File: src/rtl/bbframe_data_field_reader_pkg.sv
// Shared types and constants for the BBFRAME data field reader.
// Optional build macro: PAD_ON_UNDERFLOW_EN adds the PAD state.
package bbframe_data_field_reader_pkg;

   localparam int          DFL_W      = 16;
   localparam logic [15:0] SYNCD_NONE = 16'hFFFF;

   typedef enum logic [2:0] {
      ST_IDLE  = 3'd0,
      ST_READ  = 3'd1,
      ST_DRAIN = 3'd2,
`ifdef PAD_ON_UNDERFLOW_EN
      ST_DONE  = 3'd3,
      ST_PAD   = 3'd4
`else
      ST_DONE  = 3'd3
`endif
   } state_t;

   // Bit distance of a byte position; x8 wraps at 16 bits by design.
   function automatic logic [DFL_W-1:0] syncd_bits(input logic [DFL_W-1:0] byte_cnt);
      return byte_cnt << 3;
   endfunction

endpackage

File: src/rtl/bbframe_data_field_reader.sv
// Pulls DFL_BYTES bytes from the prepared-TS FIFO, reports SYNCD of the first UP start.
// Build macro PAD_ON_UNDERFLOW_EN: pad with 0x00 after STALL_LIMIT empty cycles.
module bbframe_data_field_reader
   import bbframe_data_field_reader_pkg::*;
#(
   parameter int STALL_LIMIT = 64
) (
   input  logic        DCLK_IN,
   input  logic        RST,
   input  logic [7:0]  DATA_IN,
   input  logic [7:0]  BYTE_INDEX_A,
   input  logic        EMPTY,
   input  logic        START,
   input  logic [15:0] DFL_BYTES,
   output logic        RD_REQ,
   output logic [7:0]  DATA_OUT,
   output logic        DVALID_OUT,
   output logic [15:0] SYNCD,
   output logic        SYNCD_VALID,
   output logic        BUSY,
   output logic        FRAME_DONE
);

   if (STALL_LIMIT < 1 || STALL_LIMIT > 65535) begin : g_bad_stall_limit
      $error("STALL_LIMIT out of range");
   end

   state_t           state_r;
   logic [DFL_W-1:0] dfl_r;
   logic [DFL_W-1:0] req_cnt_r;
   logic [DFL_W-1:0] dlv_cnt_r;
   logic [15:0]      syncd_r;
   logic             syncd_found_r;
   logic             dvalid_r;
   logic             frame_done_r;
   logic             busy_r;
   logic             rd_req_s;
   logic             real_byte_s;
`ifdef PAD_ON_UNDERFLOW_EN
   localparam logic [DFL_W-1:0] STALL_LAST = DFL_W'(STALL_LIMIT - 1);
   logic             pad_r;
   logic [DFL_W-1:0] stall_cnt_r;
   assign real_byte_s = dvalid_r & ~pad_r;
`else
   assign real_byte_s = dvalid_r;
`endif

   // FIFO read request: combinational so a non-empty FIFO is read every READ cycle.
   always_comb begin
      rd_req_s = 1'b0;
      if (state_r == ST_READ && req_cnt_r < dfl_r) begin
         rd_req_s = ~EMPTY;
      end else begin
         rd_req_s = 1'b0;
      end
   end

   assign RD_REQ      = rd_req_s;
   assign DATA_OUT    = real_byte_s ? DATA_IN : 8'h00;
   assign DVALID_OUT  = dvalid_r;
   assign SYNCD       = syncd_r;
   assign SYNCD_VALID = frame_done_r;
   assign FRAME_DONE  = frame_done_r;
   assign BUSY        = busy_r;

   // Field FSM, request/delivery counters and SYNCD capture.
   always_ff @(posedge DCLK_IN or negedge RST) begin
      if (!RST) begin
         state_r       <= ST_IDLE;
         dfl_r         <= 16'd0;
         req_cnt_r     <= 16'd0;
         dlv_cnt_r     <= 16'd0;
         syncd_r       <= SYNCD_NONE;
         syncd_found_r <= 1'b0;
         dvalid_r      <= 1'b0;
         frame_done_r  <= 1'b0;
         busy_r        <= 1'b0;
`ifdef PAD_ON_UNDERFLOW_EN
         pad_r         <= 1'b0;
         stall_cnt_r   <= 16'd0;
`endif
      end else begin
         dvalid_r     <= rd_req_s;
         frame_done_r <= 1'b0;
`ifdef PAD_ON_UNDERFLOW_EN
         pad_r        <= 1'b0;
`endif
         if (dvalid_r) begin
            dlv_cnt_r <= dlv_cnt_r + 16'd1;
            if (real_byte_s && !syncd_found_r && BYTE_INDEX_A == 8'd1) begin
               syncd_r       <= syncd_bits(dlv_cnt_r);
               syncd_found_r <= 1'b1;
            end
         end
         case (state_r)
            ST_IDLE: begin
               if (START) begin
                  dfl_r         <= DFL_BYTES;
                  req_cnt_r     <= 16'd0;
                  dlv_cnt_r     <= 16'd0;
                  syncd_r       <= SYNCD_NONE;
                  syncd_found_r <= 1'b0;
                  busy_r        <= 1'b1;
`ifdef PAD_ON_UNDERFLOW_EN
                  stall_cnt_r   <= 16'd0;
`endif
                  state_r       <= (DFL_BYTES == 16'd0) ? ST_DONE : ST_READ;
               end
            end
            ST_READ: begin
               if (rd_req_s) begin
                  req_cnt_r <= req_cnt_r + 16'd1;
`ifdef PAD_ON_UNDERFLOW_EN
                  stall_cnt_r <= 16'd0;
`endif
                  if (req_cnt_r + 16'd1 == dfl_r) begin
                     state_r <= ST_DRAIN;
                  end
               end
`ifdef PAD_ON_UNDERFLOW_EN
               else if (stall_cnt_r == STALL_LAST) begin
                  stall_cnt_r <= 16'd0;
                  state_r     <= ST_PAD;
               end else begin
                  stall_cnt_r <= stall_cnt_r + 16'd1;
               end
`endif
            end
`ifdef PAD_ON_UNDERFLOW_EN
            ST_PAD: begin
               dvalid_r  <= 1'b1;
               pad_r     <= 1'b1;
               req_cnt_r <= req_cnt_r + 16'd1;
               if (req_cnt_r + 16'd1 == dfl_r) begin
                  state_r <= ST_DRAIN;
               end
            end
`endif
            ST_DRAIN: begin
               state_r <= ST_DONE;
            end
            ST_DONE: begin
               frame_done_r <= 1'b1;
               busy_r       <= 1'b0;
               state_r      <= ST_IDLE;
            end
            default: begin
               busy_r  <= 1'b0;
               state_r <= ST_IDLE;
            end
         endcase
      end
   end

endmodule

File: config.mk
export PLATFORM = sky130hd
export DESIGN_NAME = bbframe_data_field_reader
export DESIGN_NICKNAME = d
export VERILOG_FILES = /design/src/rtl/bbframe_data_field_reader_pkg.sv /design/src/rtl/bbframe_data_field_reader.sv
export SDC_FILE = /design/constraint.sdc
export NUM_CORES = 1
export LEC_CHECK = 0
export ABC_AREA = 1
export BUFFER_PORTS_ARGS = -buffer_cell sky130_fd_sc_hd__buf_2
export CORE_ASPECT_RATIO = 1.2
export CORE_MARGIN = 5
export CORE_UTILIZATION = 47
export DETAILED_ROUTE_END_ITERATION = 6
export PLACE_DENSITY = 0.75
export SLEW_MARGIN = 20
export SYNTH_ARGS = -nofsm -noshare
export SYNTH_HDL_FRONTEND = slang
export SYNTH_SLANG_ARGS = --single-unit
File: constraint.sdc
create_clock -name DCLK_IN -period 2.9 [get_ports DCLK_IN]
set_clock_uncertainty 0.15 [all_clocks]
set_input_delay 0.145 -clock DCLK_IN [delete_from_list [all_inputs] [get_ports DCLK_IN]]
set_output_delay 0.145 -clock DCLK_IN [all_outputs]
set_load 0.02 [all_outputs]
# After elaboration in Yosys (flattened, before gate mapping)
# Index checks and enable logic that the tools add are counted.
classes:
  add_sub_neg: 2
  order_cmp: 1
  n_eq_ne: 8
  muxes: 24
  bitwise_logic: 2
  n_reduce_logical: 12
ops:
  columns: ["operator", "count"]
  rows:
  - ["16-bit two-way mux", 9]
  - ["16-bit by 1-bit adder with 16-bit output (second input constant)", 2]
  - ["16-bit one-hot mux with 2 select lines", 1]
  - ["16-bit equality test", 1]
  - ["16-bit zero test", 1]
  - ["16-bit less-than comparator", 1]
  - ["3-bit two-way mux", 3]
  - ["3-bit one-hot mux with 3 select lines", 1]
  - ["8-bit by 1-bit equality test with 1-bit output (second input constant)", 1]
  - ["8-bit two-way mux", 1]
  - ["1-bit two-way mux", 7]
  - ["3-bit by 2-bit equality test with 1-bit output (second input constant)", 2]
  - ["3-bit AND reduction", 2]
  - ["2-bit != test (second input constant)", 2]
  - ["2-bit AND reduction", 2]
  - ["3-bit by 1-bit equality test with 1-bit output (second input constant)", 1]
  - ["1-bit logical AND", 3]
  - ["3-bit zero test", 1]
  - ["2-bit two-way mux", 1]
  - ["2-bit by 1-bit != test with 1-bit output (second input constant)", 1]
  - ["1-bit inverter", 2]
  - ["1-bit one-hot mux with 2 select lines", 1]
  - ["2-bit nonzero test", 1]
  - ["2-bit OR reduction", 1]
  - ["1-bit zero test", 1]
word_totals:
  regBits: 71
  input_bits: 36
  out_inout_bits: 29

# Longest topological paths before layout
logic_depth:
  depth_word: 7
  depth_mapped: 16
  depth_no_buf: 16

# Least setup slack after synthesis
# OpenSTA, ideal clock, no wires.
synth_path:
  path_kind: "flip-flop to flip-flop"
  startpoint: "register req_cnt_r[13]"
  endpoint: "register req_cnt_r[15]"
  setup_ns: 0.083
  t_arrival_ns: 1.864
  t_required_ns: 2.667
  setup_slack_ns: 0.803
  path_stages_with_launch: 14
  n_path_buf: 1
  synth_period_minus_slack_ns: 2.097
  cell_sequence: "dfrtp_1 ha_1 a21oi_1 nor2_1 o21ai_0 nand3_1 inv_1 nand2_1 o21ai_0 nand2_1 inv_1 buf_2 nand3_1 o21ai_0"
synth_via:
  elab_chain_len: 5
  word_cells_on_any_way: 8
  classes_between: "add/sub: 1; order compare: 1; eq/ne: 1; mux: 3; reduce/logical: 2"
synth_lines:
  columns: ["element", "line_no", "rtl"]
  rows:
  - ["from (decl)", "bbframe_data_field_reader.sv:30", "logic [DFL_W-1:0] req_cnt_r;"]
  - ["from (signal assigned)", "bbframe_data_field_reader.sv:112", "req_cnt_r <= req_cnt_r + 16'd1;"]
  - ["16-bit less-than comparator", "bbframe_data_field_reader.sv:51", "if (state_r == ST_READ && req_cnt_r < dfl_r) begin"]
  - ["1-bit logical AND", "bbframe_data_field_reader.sv:51", null]
  - ["1-bit two-way mux", "bbframe_data_field_reader.sv:51", null]
  - ["2-bit != test (no source line)", null, null]
  - ["3-bit AND reduction (no source line)", null, null]
# Several ways; a longest one is shown, not always the timed one. The select of a mux whose other input is x is not followed.
# A chain may end at the register's enable or synchronous reset.

# Worst setup path after layout
layout_path:
  startpoint: "register req_cnt_r[3]"
  endpoint: "register req_cnt_r[15]"
# Same word-level chain as after synthesis.

==> flow_metrics.tcl <==
set metrics [dict create \
    clockRootBuffer "clkbuf_8" \
    peakVddDrop_uv 468 \
    dr.first_iter.drc_count 230 \
    routed-via-count 3804 \
    total_power_mw 3.37 \
    wl_um 10400 \
    htreeDepth 3 \
    drive_gt1_share_pct 18.5 \
    reg2reg_slack_ps 490 \
    ys.flop_type "dfrtp_1" \
    worst_slew_margin_rel_pct 50.8 \
    fin_util_pct 58.9 \
    antenna_found_initial 0 \
    holdPathEnd "DVALID_OUT" \
    powerDensity_nw_per_um2 702 \
    yosysTopAreaCell "dfrtp_1" \
    cts_max_path_buffers 2 \
    synth_seq_cells 67 \
    ios 65 \
    dp_hpwl_um 7730 \
    yosys_warnings 0 \
    worstReg2RegEnd "req_cnt_r[15]" \
    antenna_cells 0 \
    tightest_slew_ps 737 \
    grt_max_degree 38 \
    cts_buffers 9 \
    grt_pass1_wl_um 18000 \
    synth_top_area_share_pct 32.3 \
    rows 36 \
    cts.sinks 67 \
    layout.cells.non_filler 736 \
    syn2layout_area_growth_pct 21.5 \
    die_y_um 110 \
    synth_most_common_cell "nand2_1" \
    final_cell_area_um2 4800 \
    async_flop_share_pct 100 \
    first_pass_iters 5 \
    status "completed" \
    min_path_type "in2reg" \
    finalSetupViolations 0 \
    period_needed_ps 2410 \
    avgViaCountPerCell 5.17 \
    start_kind "register" \
    synth_edf_count 0 \
    cts_tree "yes" \
    drtAntennaViolNets 0 \
    synth_cell_types 28 \
    synth_seq_area_share_pct 42.9 \
    min_period_over_period_pct 83.1 \
    hp-start "EMPTY" \
    fmax_mhz 415 \
    grt_usage_pct 21.4 \
    grt-ovfl-total 0 \
    start_util_pct 48.5 \
    cp.required_ps 3010 \
    synthTopCellsByCount "nand2_1, inv_1, nand3_1, dfrtp_1, o21ai_0" \
    worst_ep_arrival_time_ps 2520 \
    tns_ps 0 \
    synth_area_leaders "dfrtp_1, nand2_1, dfstp_2, ha_1, nand3_1" \
    crit_type "reg2reg" \
    cp-end-kind "register" \
    synthCells 533 \
    port_buffers 64 \
    post_cts_buffers 0 \
    slew_violations 0 \
    clkSlewWorstSetupHoldPaths_ps 90 \
    core_area_um2 8150 \
    cellLeakagePower_nw 2.36 \
    drv_cap 0 \
    drc 0 \
    fp.dieW_um 93.7 \
    reg2regPathDepth 12 \
    crit_fanout 16 \
    finalHoldViolCount 0 \
    hold_depth 6 \
    synthesis.nets 592 \
    clock_latency_ps 350 \
    dpl-instance-area_um2 4420 \
    gp_congestion 0.928 \
    place_inst 702 \
    first_global_vias 3944 \
    routedWlPerCell_um 14.1 \
    grt_setup_unrepaired "false" \
    reg2reg_from "req_cnt_r[3]" \
    dieArea_um2 10400 \
    synth_area_um2 3950 \
    fin_nets 676 \
    syn_avg_cell_area_um2 7.42 \
]
-- cells in the final DEF (no fill, tap or decap), drive strengths merged --
cell           n
nor3           9
xnor2          1
nand3b         3
nor3b          1
nor2          42
bufinv         1
dfrtp         51
buf           70
clkinvlp       1
xor2           2
dfstp         16
clkbuf         9
clkinv         2
nand3         55
ha            23
nand2        149
a21oi         26
or2            2
or4            1
o21bai         1
inv           73
dlygate4sd3   18
o21ai         52
nor4           3
nand4         11
-- flip-flops by register name (all words and copies together) (netlist names) --
signal / count
req_cnt_r: 16
dlv_cnt_r: 13
BUSY: 1
FRAME_DONE: 1
DVALID_OUT: 1
syncd_found_r: 1
SYNCD: 16
dfl_r: 16
state_r: 2
-- cell families (layout without fill, tap and decap cells) --
group                    after synthesis  in the layout  share of synthesized area (%)
XOR/XNOR                               3              3                          0.665
AND/OR/NAND/NOR                      276            276                           30.7
flip-flops                            67             67                           42.9
buffers and inverters                 85            174                           8.42
adder cells (fa/ha/maj)               23             23                           7.28
AO/OA/AOI/OAI                         79             79                           10.1
-- per-layer routing --
layer  GRT usage [%]  part of all wire, %  vias up
li1                -                    -     1896
met3            4.15                  4.9       29
met2            35.9                   50      126
met5               0                    0        -
met4            10.0                  3.6        0
met1            25.9                   41     1753
-- what timing repair did --
item | in CTS | in global routing
hold buffers | 18 | 0
hold endpoints to repair | 47 | 0
gates resized for setup | 0 | 0
-- power by group --
| part | total, mW | switching, mW | internal [mW] | leakage, nW |
|---|---|---|---|---|
| clock | 0.830 | 0.416 | 0.414 | 0.103 |
| sequential | 1.27 | 0.157 | 1.11 | 0.845 |
| combinational | 1.28 | 0.842 | 0.434 | 1.41 |
| total | 3.37 | 1.42 | 1.96 | 2.36 |
-- critical path, stage by stage, from the launching register on --
cell and delay [ps]:
dfrtp_1 450, ha_1 310, a21oi_1 140, o21ai_0 130, nand2_1 90, nand3_1 90
nand2_1 80, nand2_1 70, o21ai_0 80, nand2_1 80, inv_1 380, nand3_1 140
o21ai_0 120
-- metrics by stage --
stage          hold WS, ps  setup WS [ps]
2_1_floorplan         -301            803
3_3_place_gp           102            621
3_5_place_dp           102            539
4_1_cts               83.5            511
5_1_grt                136            180
6_report              97.8            489
-- how the worst max path moves through the flow --
stage,from,endpoint,slack [ps],cells past startpoint
floorplan,req_cnt_r[13],req_cnt_r[15],800,13
global placement,req_cnt_r[11],req_cnt_r[4],620,12
global route,dfl_r[3],req_cnt_r[15],180,13
CTS,dfl_r[3],req_cnt_r[15],510,13
detailed placement,req_cnt_r[3],req_cnt_r[7],540,12
finish,req_cnt_r[3],req_cnt_r[15],490,12
-- area by class of cell --
type	count	area [um2]
Fill cell	734	3350
Multi-Input combinational cell	381	1920
Sequential cell	67	1700
Timing Repair Buffer	88	571
Inverter	70	263
Tap cell	114	143
Clock buffer	9	124
Clock inverter	7	83.8
Power figures use the tool's default switching activity.
